$ cat src/rtl/dec_scan.sv
// dec_scan: index register with a registered one-hot decoder and an optional
// dwell-timed scanner.
//
// Ports:
//   clk       single clock, rising edge
//   rst       asynchronous active-high reset
//   en        block enable; low freezes state and blanks out
//   mode      00 direct load, 01 scan-up, 10 scan-down, 11 hold
//   in_valid  direct-mode load request
//   in_idx    index to load
//   in_ready  combinational; load accepted when high together with in_valid
//   out       registered one-hot decode of the current index (zero when disabled)
//   idx       current index register
//   wrap      one-cycle pulse following a scan wrap-around
module dec_scan #(
  parameter int unsigned N     = 4,
  parameter int unsigned DWELL = 4
) (
  input  logic           clk,
  input  logic           rst,
  input  logic           en,
  input  logic [1:0]     mode,
  input  logic           in_valid,
  input  logic [N-1:0]   in_idx,
  output logic           in_ready,
  output logic [2**N-1:0] out,
  output logic [N-1:0]   idx,
  output logic           wrap
);

  localparam logic [15:0] DwellMax = 16'(DWELL - 1);

  logic [N-1:0]    idx_q, idx_d;
  logic [15:0]     cnt_q, cnt_d;
  logic [2**N-1:0] out_q, out_d;
  logic            wrap_q, wrap_d;
  logic [1:0]      mode_q;
  logic            mode_chg;

  assign in_ready = ~rst & en & (mode == 2'b00);
  assign mode_chg = (mode != mode_q);

  always_comb begin
    idx_d  = idx_q;
    cnt_d  = cnt_q;
    wrap_d = 1'b0;
    out_d  = '0;

    if (en) begin
      unique case (mode)
        2'b00: begin
          if (in_valid) idx_d = in_idx;
        end
        2'b01, 2'b10: begin
          // The edge that enters a scan mode only restarts the dwell.
          if (!mode_chg) begin
            if (cnt_q == DwellMax) begin
              cnt_d = '0;
              if (mode == 2'b01) begin
                idx_d  = idx_q + 1'b1;
                wrap_d = (idx_q == '1);
              end else begin
                idx_d  = idx_q - 1'b1;
                wrap_d = (idx_q == '0);
              end
            end else begin
              cnt_d = cnt_q + 16'd1;
            end
          end
        end
        2'b11: ;
        default: ;
      endcase
    end

    // Any mode change restarts the dwell, enabled or not.
    if (mode_chg) cnt_d = '0;

    if (en) out_d[idx_d] = 1'b1;
  end

  always_ff @(posedge clk or posedge rst) begin
    if (rst) begin
      idx_q  <= '0;
      cnt_q  <= '0;
      out_q  <= '0;
      wrap_q <= 1'b0;
      mode_q <= 2'b00;
    end else begin
      idx_q  <= idx_d;
      cnt_q  <= cnt_d;
      out_q  <= out_d;
      wrap_q <= wrap_d;
      mode_q <= mode;
    end
  end

  assign idx  = idx_q;
  assign out  = out_q;
  assign wrap = wrap_q;

endmodule
$ cat config.mk
export PLATFORM = sky130hd
export DESIGN_NAME = dec_scan
export DESIGN_NICKNAME = d
export VERILOG_FILES = /design/src/rtl/dec_scan.sv
export SDC_FILE = /design/constraint.sdc
export NUM_CORES = 1
export LEC_CHECK = 0
export CAP_MARGIN = 20
export CORE_MARGIN = 8
export CORE_UTILIZATION = 40
export DETAILED_ROUTE_END_ITERATION = 12
export PLACE_DENSITY_LB_ADDON = 0.08
export SLEW_MARGIN = 20
export SYNTH_ARGS = -nofsm -noshare
export SYNTH_HDL_FRONTEND = slang
export SYNTH_SLANG_ARGS = --single-unit
$ cat constraint.sdc
create_clock -name clk -period 2.72 [get_ports clk]
set_clock_uncertainty 0.15 [all_clocks]
set_input_delay 0.408 -clock clk [delete_from_list [all_inputs] [get_ports clk]]
set_output_delay 0.408 -clock clk [all_outputs]
set_load 0.01 [all_outputs]
=== Word-level counts from Yosys, hierarchy flattened ===
Index checks and enable logic that the tools add are counted.

* Word-level logic and storage cells: 43
* Flip-flop bits (word level): 39
* Input port bits: 10
* Output and inout bits: 22

* Equal/unequal tests: 5
* Reduce and logical (&&, ||, !) cells: 7
* Magnitude comparators: 2
* Multiplexer cells: 18
* Bitwise operators: 3
* $add $sub $neg: 3

{| class="wikitable"
|+ Operators by type and width
! kind !! number
|-
| $mux W16 || 5
|-
| $mux W4 || 5
|-
| $add A16 B1 Y16 const B || 1
|-
| $eq A16 B2 Y1 const B || 1
|-
| $pmux W4 S2 || 1
|-
| $mux W1 || 6
|-
| $lt A4 B5 Y1 const B || 1
|-
| $add A4 B1 Y4 const B || 1
|-
| $demux W1 S4 || 1
|-
| $eq A4 B4 Y1 const B || 1
|-
| $ge A4 B1 Y1 const B || 1
|-
| $logic_not A4 Y1 || 1
|-
| $reduce_bool A2 Y1 || 2
|-
| $sub A4 B1 Y4 const B || 1
|-
| $and A1 B1 Y1 || 2
|-
| $eq A2 B1 Y1 const B || 1
|-
| $eq A2 B2 Y1 const B || 1
|-
| $logic_not A2 Y1 || 1
|-
| $ne A2 B2 Y1 || 1
|-
| $reduce_and A2 Y1 || 1
|-
| $reduce_or A2 Y1 || 1
|-
| $logic_and A1 B1 Y1 || 1
|-
| $not A1 Y1 || 1
|}

=== Longest topological paths before layout ===
Gate-level depths: netlist (run 1).

* Depth after elaboration: 11
* Mapped depth: 10
* Depth with buffers taken out: 9

=== Worst setup path before layout (run 1) ===
Ideal clock, no wire load.

* Path type: input to register
* Start point: input port mode[1]
* End point: register out_q[2], in the netlist out[2]
* Arrival: 2.161 ns
* Cell stages on the path: 10
* Setup slack: 0.308 ns
* Path buffers: 1
* Data required time: 2.469 ns
* Library setup time: 0.101 ns
* Cells stage by stage: inv_1 > ha_1 > inv_1 > ha_1 > a21oi_1 > nand3_1 > nor4b_2 > a311o_1 > buf_2 > nor4_1

* Longest elaborated chain between the ends: 11
* Elaborated cells on any way between the ends: 16
* Classes of those cells: order compare (2); eq/ne (3); mux (8); reduce/logical (3)

{| class="wikitable"
|+ RTL lines
! what !! RTL line !! text
|-
| start: declaration || 22 || <nowiki>input logic [1:0] mode,</nowiki>
|-
| $eq A2 B1 Y1 || 50, 59 ||
|-
| $mux W4 || 59 || <nowiki>if (mode == 2'b01) begin</nowiki>
|-
| $mux W4 || 57 || <nowiki>if (cnt_q == DwellMax) begin</nowiki>
|-
| $mux W4 || 56 || <nowiki>if (!mode_chg) begin</nowiki>
|-
| $pmux W4 S2 * || 50 || <nowiki>unique case (mode)</nowiki>
|-
| $mux W4 * || 49 || <nowiki>if (en) begin</nowiki>
|-
| net idx_d[3] || 33 || <nowiki>logic [N-1:0] idx_q, idx_d;</nowiki>
|-
| $lt A4 B5 Y1 (not written as such) / $ge A4 B1 Y1 (equally long branches) || 79 || <nowiki>if (en) out_d[idx_d] = 1'b1;</nowiki>
|-
| $logic_and A1 B1 Y1 (not written as such) || 79 ||
|-
| $mux W1 (not written as such) || 79 ||
|-
| $demux W1 S4 * || 79 ||
|-
| $mux W16 * || 79 ||
|-
| net out_d[2] || 35 || <nowiki>logic [2**N-1:0] out_q, out_d;</nowiki>
|-
| end signal: assignment || 92 || <nowiki>out_q <= out_d;</nowiki>
|-
| end: declaration || 35 ||
|}

The timed path passes the listed nets; every way through them passes the cells marked *.
A chain may end at the register's enable or synchronous reset.

=== Worst setup path after layout (run 1) ===
* Start point: input port mode[1]
* End point: register out_q[6], in the netlist out[6]

* Longest elaborated chain between the ends: 11
* Elaborated cells on any way between the ends: 16
* Classes of those cells: order compare (2); eq/ne (3); mux (8); reduce/logical (3)

{| class="wikitable"
|+ RTL lines
! what !! RTL line
|-
| $eq A2 B1 Y1 || 50, 59
|-
| $mux W4 || 59
|-
| $mux W4 || 57
|-
| $mux W4 || 56
|-
| $pmux W4 S2 * || 50
|-
| $mux W4 * || 49
|-
| $lt A4 B5 Y1 (not written as such) / $ge A4 B1 Y1 (equally long branches) || 79
|-
| $logic_and A1 B1 Y1 (not written as such) || 79
|-
| $mux W1 (not written as such) || 79
|-
| $demux W1 S4 * || 79
|-
| $mux W16 * || 79
|-
| net out_d[6] || 35
|}

Marked as above.

==> results of run 1 <==
==> worst max-delay path: stages <==
cell and delay (ns):
clkdlybuf4s50_1 0.47, inv_1 0.08, ha_4 0.19, inv_2 0.09
ha_4 0.21, a21oi_2 0.17, nand3_1 0.11, nor4b_4 0.15
a311o_2 0.49, nor4_1 0.30
==> path summary, 6_finish.rpt <==
path / to / slack [ns]
min in group asynchronous: cnt_q[11] / 0.44
worst min register to register: cnt_q[0] / 0.38
worst max-delay path: out[6] / 0.08
max in group asynchronous: cnt_q[15] / 1.62
worst max register to register: out[1] / 0.29
worst min-delay path: cnt_q[0] / 0.38
==> stage by stage <==
step                      total power [mW]  setup WS [ns]  instances  setup TNS [ns]
after floorplan                      0.880          0.308        205               0
after global placement                1.09         -0.353        337           -4.30
after detailed placement              1.09         -0.397        337           -5.53
after CTS                             1.60         0.0362        345               0
after global routing                  1.69       -0.00257        345        -0.00257
final                                 1.62         0.0817        345               0
==> kinds of logic after synthesis <==
kind of cell / after synthesis / synth area share [%]
compound gates: 33 / 11.9
mux: 4 / 2.00
flops: 39 / 45.8
buf+inv: 16 / 3.17
fa+ha+maj: 7 / 4.47
xor+xnor: 14 / 5.76
simple gates: 92 / 26.9
==> layer usage <==
metal / part of all wire [%] / vias to the layer above
li1: - / 893
met1: 45 / 895
met2: 51 / 21
met3: 2.9 / 5
met4: 0.74 / 0
met5: 0 / -
==> sequential cells by signal (all words and copies together) (netlist names) <==
name    cells
out        16
idx         4
wrap        1
cnt_q      16
mode_q      2
==> cells in the final DEF, fill, tap and decap left out, types with 3 or more instances in the layout <==
cell / instances
o31ai_1: 3
o21ai_0: 7
o22ai_1: 4
xor2_1: 6
buf_4: 36
clkbuf_8: 5
nor4_2: 8
inv_1: 8
nor3_1: 5
a311oi_4: 3
nor2_1: 15
nand4_1: 6
ha_1: 3
xnor2_1: 8
dfrtp_1: 39
nor4_1: 12
a21oi_1: 5
clkdlybuf4s50_1: 30
nand3_1: 9
nand2_1: 15
==> power groups by stage <==
stage	combinational (mW)	sequential [mW]	clock (mW)
after global placement	0.446	0.640	0
final	0.486	0.629	0.503
after CTS	0.452	0.628	0.516
after floorplan	0.225	0.655	0
after detailed placement	0.447	0.639	0
after global routing	0.527	0.632	0.535
==> cell type report <==
type / instances / share of cell area (%)
tap: 70 / 2.92
multi-input combinational: 150 / 39.7
inverter: 11 / 1.54
timing repair buffer: 67 / 19.4
clock inverter: 3 / 1.58
sequential: 39 / 32.5
clock buffer: 5 / 2.29
==> timing repair <==
item | 4_1_cts | 5_1_grt
resized for setup | 3 | 16
pin swaps | 0 | 3
setup endpoints to repair | 5 | 16
==> reports/results.txt, run 1 <==
The run finished with clean final reports. The number of flops mapped to enable cells by yosys came out at 0. The logs give 1832 for the via count of the first global-routing pass and 31.1% for the power share of the clock group.

Internal power comes to 1.11 mW. The logs give 0 for the total setup violations reported at the end of the flow and 97 for the starting DRC count in detailed routing. The overflow left after global routing was 0; the number of port buffers was 31. Measured on the finished design, the core utilization comes to 58.4%.

Counting distinct cell types in the post-synthesis netlist gives 47. In the post-synthesis netlist, the cell with the most instances is dfrtp_1. After clock tree synthesis, the flow added hold-fix buffers numbering 0. Initial core utilization: 41.4%. Count of filler cells inserted in the layout: 469.

Worst min-delay path class: register to register. The floorplan step set the die width to 89.0 um. The global routing stage identified its most utilized layer as met2.

The tools report the fraction of power consumed by sequential logic as 38.9%. The number of flip-flops and latches in the synthesized netlist is 39, and the data arrival at the endpoint of the critical path is 2.67 ns. The start point of the worst hold path is cnt_q[0]. The logs give 26 for the site row count and 0 for the count of inserted antenna diode cells.

The number of vias per cell was 5.26. The I/O pin count was 32; the cell area after synthesis was 0.00213 mm2. The net switching share of the total power works out to 31.7%. The top cell type by total area after synthesis was dfrtp_1. The setup path with the least slack is of type input port to register. Derived from the worst setup path, the maximum achievable clock frequency is 379 MHz. The run gives 0 as the number of antenna violations at the first check in global routing. Headroom to the max-slew limit came out at 62.3%. Worst-case reg-to-reg path depth: 9. The average routed wire per standard cell is 15.6 um.

TritonCTS built the clock tree. The global-route wire length before repair came out at 8.77 mm. The run gives 0 as the final hold violation count. The tools report the critical register-to-register path startpoint as cnt_q[0]. For the combinational fraction of design power, the log shows 30.1%. The logs give 222 for the number of nets in the synthesized netlist and 2 for the maximum count of clock buffers along a single path. The cell depth of the worst hold path works out to 1. In the global route stage, overall resource usage came out at 14.3%.

For the number of clock sinks seen by CTS, the log shows 39. The top cell type by area accounts for 45.8% of the synthesized area. For the finished layout, the period the worst path requires is 2.64 ns.

In this run the vertical extent of the chip is 89.0 um. The run gives 1814 as the count of vias placed by the detailed router. For the pin with the worst max-slew slack, the measured transition is 0.565 ns. Registers take 976 um2. The congestion estimate from routability-driven global placement came to 0.844. Relative to the synthesized area, the layout overhead comes to 41.0%. Proportion of layout cells with a drive suffix above 1: 27.6%. The share of the Yosys chip area taken by registers is 45.8%. For met2 alone, demand over resource in global routing was 24.3%.

The Yosys step of the flow raised 0 warnings. Final antenna-violating net count: 0. After legalization and detailed placement, the total HPWL measured 4.02 mm. The post-detailed-placement cell area is 0.00278 mm2. In the post-synthesis netlist, the biggest area contributors are dfrtp_1, nor4_1, ha_1, xnor2_1, nand2_1. For the routing usage on met3, the log shows 3.58%. The tightest hold path in the finished design has a slack of 0.378 ns. After clock tree synthesis, the setup repair step added 0 buffers. The tools report the startpoint of the most critical setup path as mode[1].

The logs give 2 for the number of H-tree levels and 291 for the total number of nets in the final design. The most used flip-flop cell after synthesis is dfrtp_1. The tools report the clock tree root buffer cell as clkbuf_8. The analysis attributes to cell leakage a power of 1.28 nW. In this run the standard cell core region covers 0.00514 mm2.

IR analysis of the VDD net gives a maximum drop of 402 uV. Data on the critical path is required at its endpoint by 2.75 ns. Kind of start point of the critical path: an input port. With fillers left out, the area of the finished cells amounts to 0.00300 mm2.

For this design the total switching power over the nets is 0.512 mW. Along the worst path, the maximum fanout reaches 9. The tools report the total area of multi-input combinational cells as 0.00119 mm2.

The post-route fraction of the period consumed by the critical path was 97.0%. The tools report the total iterations of the first detailed-routing run as 4. The commonest cells after synthesis are dfrtp_1, nor4_1, nand2_1, nor2_1. Global routing consumed, on the met1 layer, 17.4% of the routing resources. Dividing total power by cell area gives a power density of 539 mW/mm2. Entering global routing, the biggest net connects 40 pins.

The die footprint is 0.00791 mm2, and the clock transition at the registers of the reported paths is 0.08 ns. The worst setup path is captured at a register. For the gate count after technology mapping, the log shows 205. Clock tree synthesis inserted a total of 5 buffers. At the later pin of the worst-skew pair, clock insertion delay measures 0.29 ns.

Number of DRC violations after detailed routing: 0. The share of synthesized flip-flops with an asynchronous set or reset was 100%; the total wire length after detailed routing was 5.40 mm. Across the run, the number of max-cap violations was 0.

A synthesized cell averages 10.4 um2. Total count of max-transition violations in the final report: 0.
No activity file was read; power rests on OpenSTA's default activity.
==> inputs of run 2 (changes only) <==
Settings changed: GPL_TIMING_DRIVEN set to 0.
==> run 2 against run 1 <==
First-iteration DRC count is 68% lower; cell count is 8.4% lower; critical path depth is 1 lower; die area stayed put; count of clock-buffer cells in the layout stayed put; non-clock buffer count is 29 lower; sequential power is 1% higher; critical path type unchanged; largest power group unchanged.
==> reports/results.txt, run 2 (synthesized netlist as in run 1, its figures left out) <==
The startpoint of the most critical setup path is mode[0]. Maximum frequency from static timing analysis: 387 MHz (+2.2%). The clock transition at the registers of the reported paths works out to 0.08 ns (about the same).

The tools report the number of buffers added by the clock tree synthesis step as 5 (unchanged). The critical path is of the input port to register type. For the count of inserted antenna diode cells, the log shows 0 (unchanged).

For the pin count of the biggest net entering global routing, the log shows 30 (-25%). The number of antenna violations at the first check in global routing is 0 (unchanged). TritonCTS built the clock tree. The tools report the kind of start point of the critical path as an input port.

The run gives 8.55 mm (-2.5%) as the global-route wire length before repair. The vertical die dimension works out to 89.0 um (unchanged). The logs give 1697 (-6.4%) for the count of vias placed by the detailed router and 0 (unchanged) for the total count of max-transition violations in the final report. The power density normalized to cell area was 583 mW/mm2 (+8.3%). The static leakage power is 1.12 nW (-12%). The slew at the pin closest to its max-slew limit is 0.633 ns (+0.0677 ns), and the starting DRC count in detailed routing is 31 (-68%). The post-detailed-placement half-perimeter wirelength came out at 3.67 mm (-8.8%). The run gives 487 (+3.8%) as the count of filler cells inserted in the layout. The top cell types in the final layout, fill and taps aside, are dfrtp_1, clkdlybuf4s50_1, nor4_1.

Required arrival time at the worst endpoint: 2.72 ns (-0.03 ns). The average routed wire per standard cell came out at 16.1 um (+3.2%). Clock tree root buffer cell: clkbuf_8. The post-layout instance area was 0.00274 mm2 (-8.7%); the post-detailed-placement cell area was 0.00255 mm2 (-8.2%). The total stage count of the critical path is 9 (-1), and the number of buffer and inverter instances along the worst setup path is 2 (-1).

The global routing usage summed across all routing layers was 13.9% (-0.34 points). The worst stage delay on the critical path came out at 0.61 ns (+0.12 ns). The total wire length after detailed routing came out at 5.10 mm (-5.5%). The number of port buffers was 31 (unchanged); the site row count was 26 (unchanged).

The die boundary width is 89.0 um (unchanged), and the clock insertion delay at the later pin of the skew report is 0.29 ns (about the same). The logs give 53.3% (-5.1 points) for the final core utilization and 1.13 mW (+1.9%) for the internal power. For the headroom to the max-slew limit, the log shows 57.8% (-4.5 points).

The number of clock sinks seen by CTS came out at 39 (unchanged). The final period demand of the worst path was 2.58 ns (-0.0576 ns); the net switching share of the total power was 29.5% (-2.1 points). The library cell used most frequently in the layout, excluding fill and tap cells, is dfrtp_1.

The worst slack after detailed placement came out at -0.712 ns (-0.315 ns). The run finished with clean final reports. Traced cell by cell, the critical path runs through dlygate4sd2_1, ha_2, inv_1, ha_1, a21oi_2, nand3_1, nor4b_2, a311oi_2, nor4_1. The cell family contributing the most delay on the critical path is compound AO/OA/AOI/OAI gates. For the total iterations of the first detailed-routing run, the log shows 4 (unchanged). Type of element capturing the critical path: a register. The proportion of layout cells with a drive suffix above 1 was 16.3% (-11 points); the number of DRC violations after detailed routing was 0 (unchanged). The data arrival at the endpoint of the critical path is 2.58 ns (-0.09 ns). For the number of maximum-capacitance constraint violations, the log shows 0 (unchanged). The total number of nets in the final design was 262 (-10%); the power dissipated by switching net loads was 0.472 mW (-7.8%). For the die footprint, the log shows 0.00791 mm2 (unchanged).

The maximum count of clock buffers along a single path was 2 (unchanged); the via count of the first global-routing pass was 1750 (-4.5%). Number of placed instances with taps included: 307 (-8.9%). The final hold violation count was 0 (unchanged). From synthesis to final layout, the design area changed by 28.7%. The core area came out at 0.00514 mm2 (unchanged). Total setup violations reported at the end of the flow: 0 (unchanged). Worst min-delay path class: input port to asynchronous set/reset pin.

The tools report the critical register-to-register path startpoint as cnt_q[0]. Number of H-tree levels: 2 (unchanged). The number of vias per cell is 5.37 (+2.1%). The tools report the number of hold buffers added after cts as 0 (unchanged).

I/O pin count: 32 (unchanged). The highest ir drop seen on vdd was 444 uV (+10%). The final RePlAce weighted congestion is 0.820 (-2.9%), and the maximum fanout count along the critical path is 8 (-1). The logs give 23.7% (-6.4 points) for the combinational fraction of design power and 0.216 ns (-0.162 ns) for the minimum hold slack.

Power share of the clock group: 36.4% (+5.3 points). The largest individual stage delay along the critical path comes from the cell a311oi_2. Post-route fraction of the period consumed by the critical path: 94.9% (-2.1 points).

Setup repair after global routing could not meet its margin everywhere. The run gives 0 (unchanged) as the overflow left after global routing. The fraction of power consumed by sequential logic is 39.9% (+1.0 points). The worst-case reg-to-reg path depth came out at 7 (-2). The initial core utilization was 41.4% (unchanged); the final antenna-violating net count was 0 (unchanged). The final cell count without fillers was 316 (-8.4%); the final worst setup slack was 0.139 ns (+0.0576 ns).
run 2: per-layer routing:
metal | up-vias | global-route usage [%] | part of all wire (%)
met5 | - | 0 | 0
met4 | 0 | 4.08 | 1.2
met3 | 8 | 4.50 | 4.4
met2 | 26 | 22.4 | 50
met1 | 822 | 17.4 | 44
li1 | 841 | - | -
run 2: timing repair:
| item | 4_1_cts | 5_1_grt |
|---|---|---|
| buffers inserted | 1 | 1 |
| setup endpoints to repair | 31 | 26 |
| resized for setup | 5 | 9 |
| pin swaps | 1 | 2 |
run 2: stage by stage:
stage	setup TNS (ns)	total power, mW
floorplan	0	0.880
global placement	-17.50	1.01
detailed placement	-18.49	1.02
CTS	0	1.61
global route	-0.0997	1.68
finish	0	1.60
run 2: worst paths after layout:
| kind | to | slack [ns] |
|---|---|---|
| setup / recovery | out[12] | 0.14 |
| hold / removal | cnt_q[12] | 0.22 |
| setup reg to reg | out[12] | 0.20 |
| hold reg to reg | cnt_q[0] | 0.37 |
| max in group asynchronous | idx[3] | 1.77 |
| min in group clk | mode_q[1] | 0.33 |
run 2: area by class of cell:
class,instances,area (um2),area share [%]
clock inverter,3,67.6,2.47
clock buffer,5,68.8,2.51
multi-input combinational,150,1130,41.3
sequential,39,976,35.6
buffer,4,20.0,0.731
timing repair buffer,34,343,12.5
tap,70,87.6,3.20
inverter,11,46.3,1.69
run 2: power groups by stage:
stage,registers [mW],logic (mW),clock network [mW]
6_report,0.638,0.379,0.582
5_1_grt,0.643,0.419,0.619
4_1_cts,0.639,0.374,0.599
3_5_place_dp,0.650,0.366,0
3_3_place_gp,0.651,0.361,0
2_1_floorplan,0.655,0.225,0
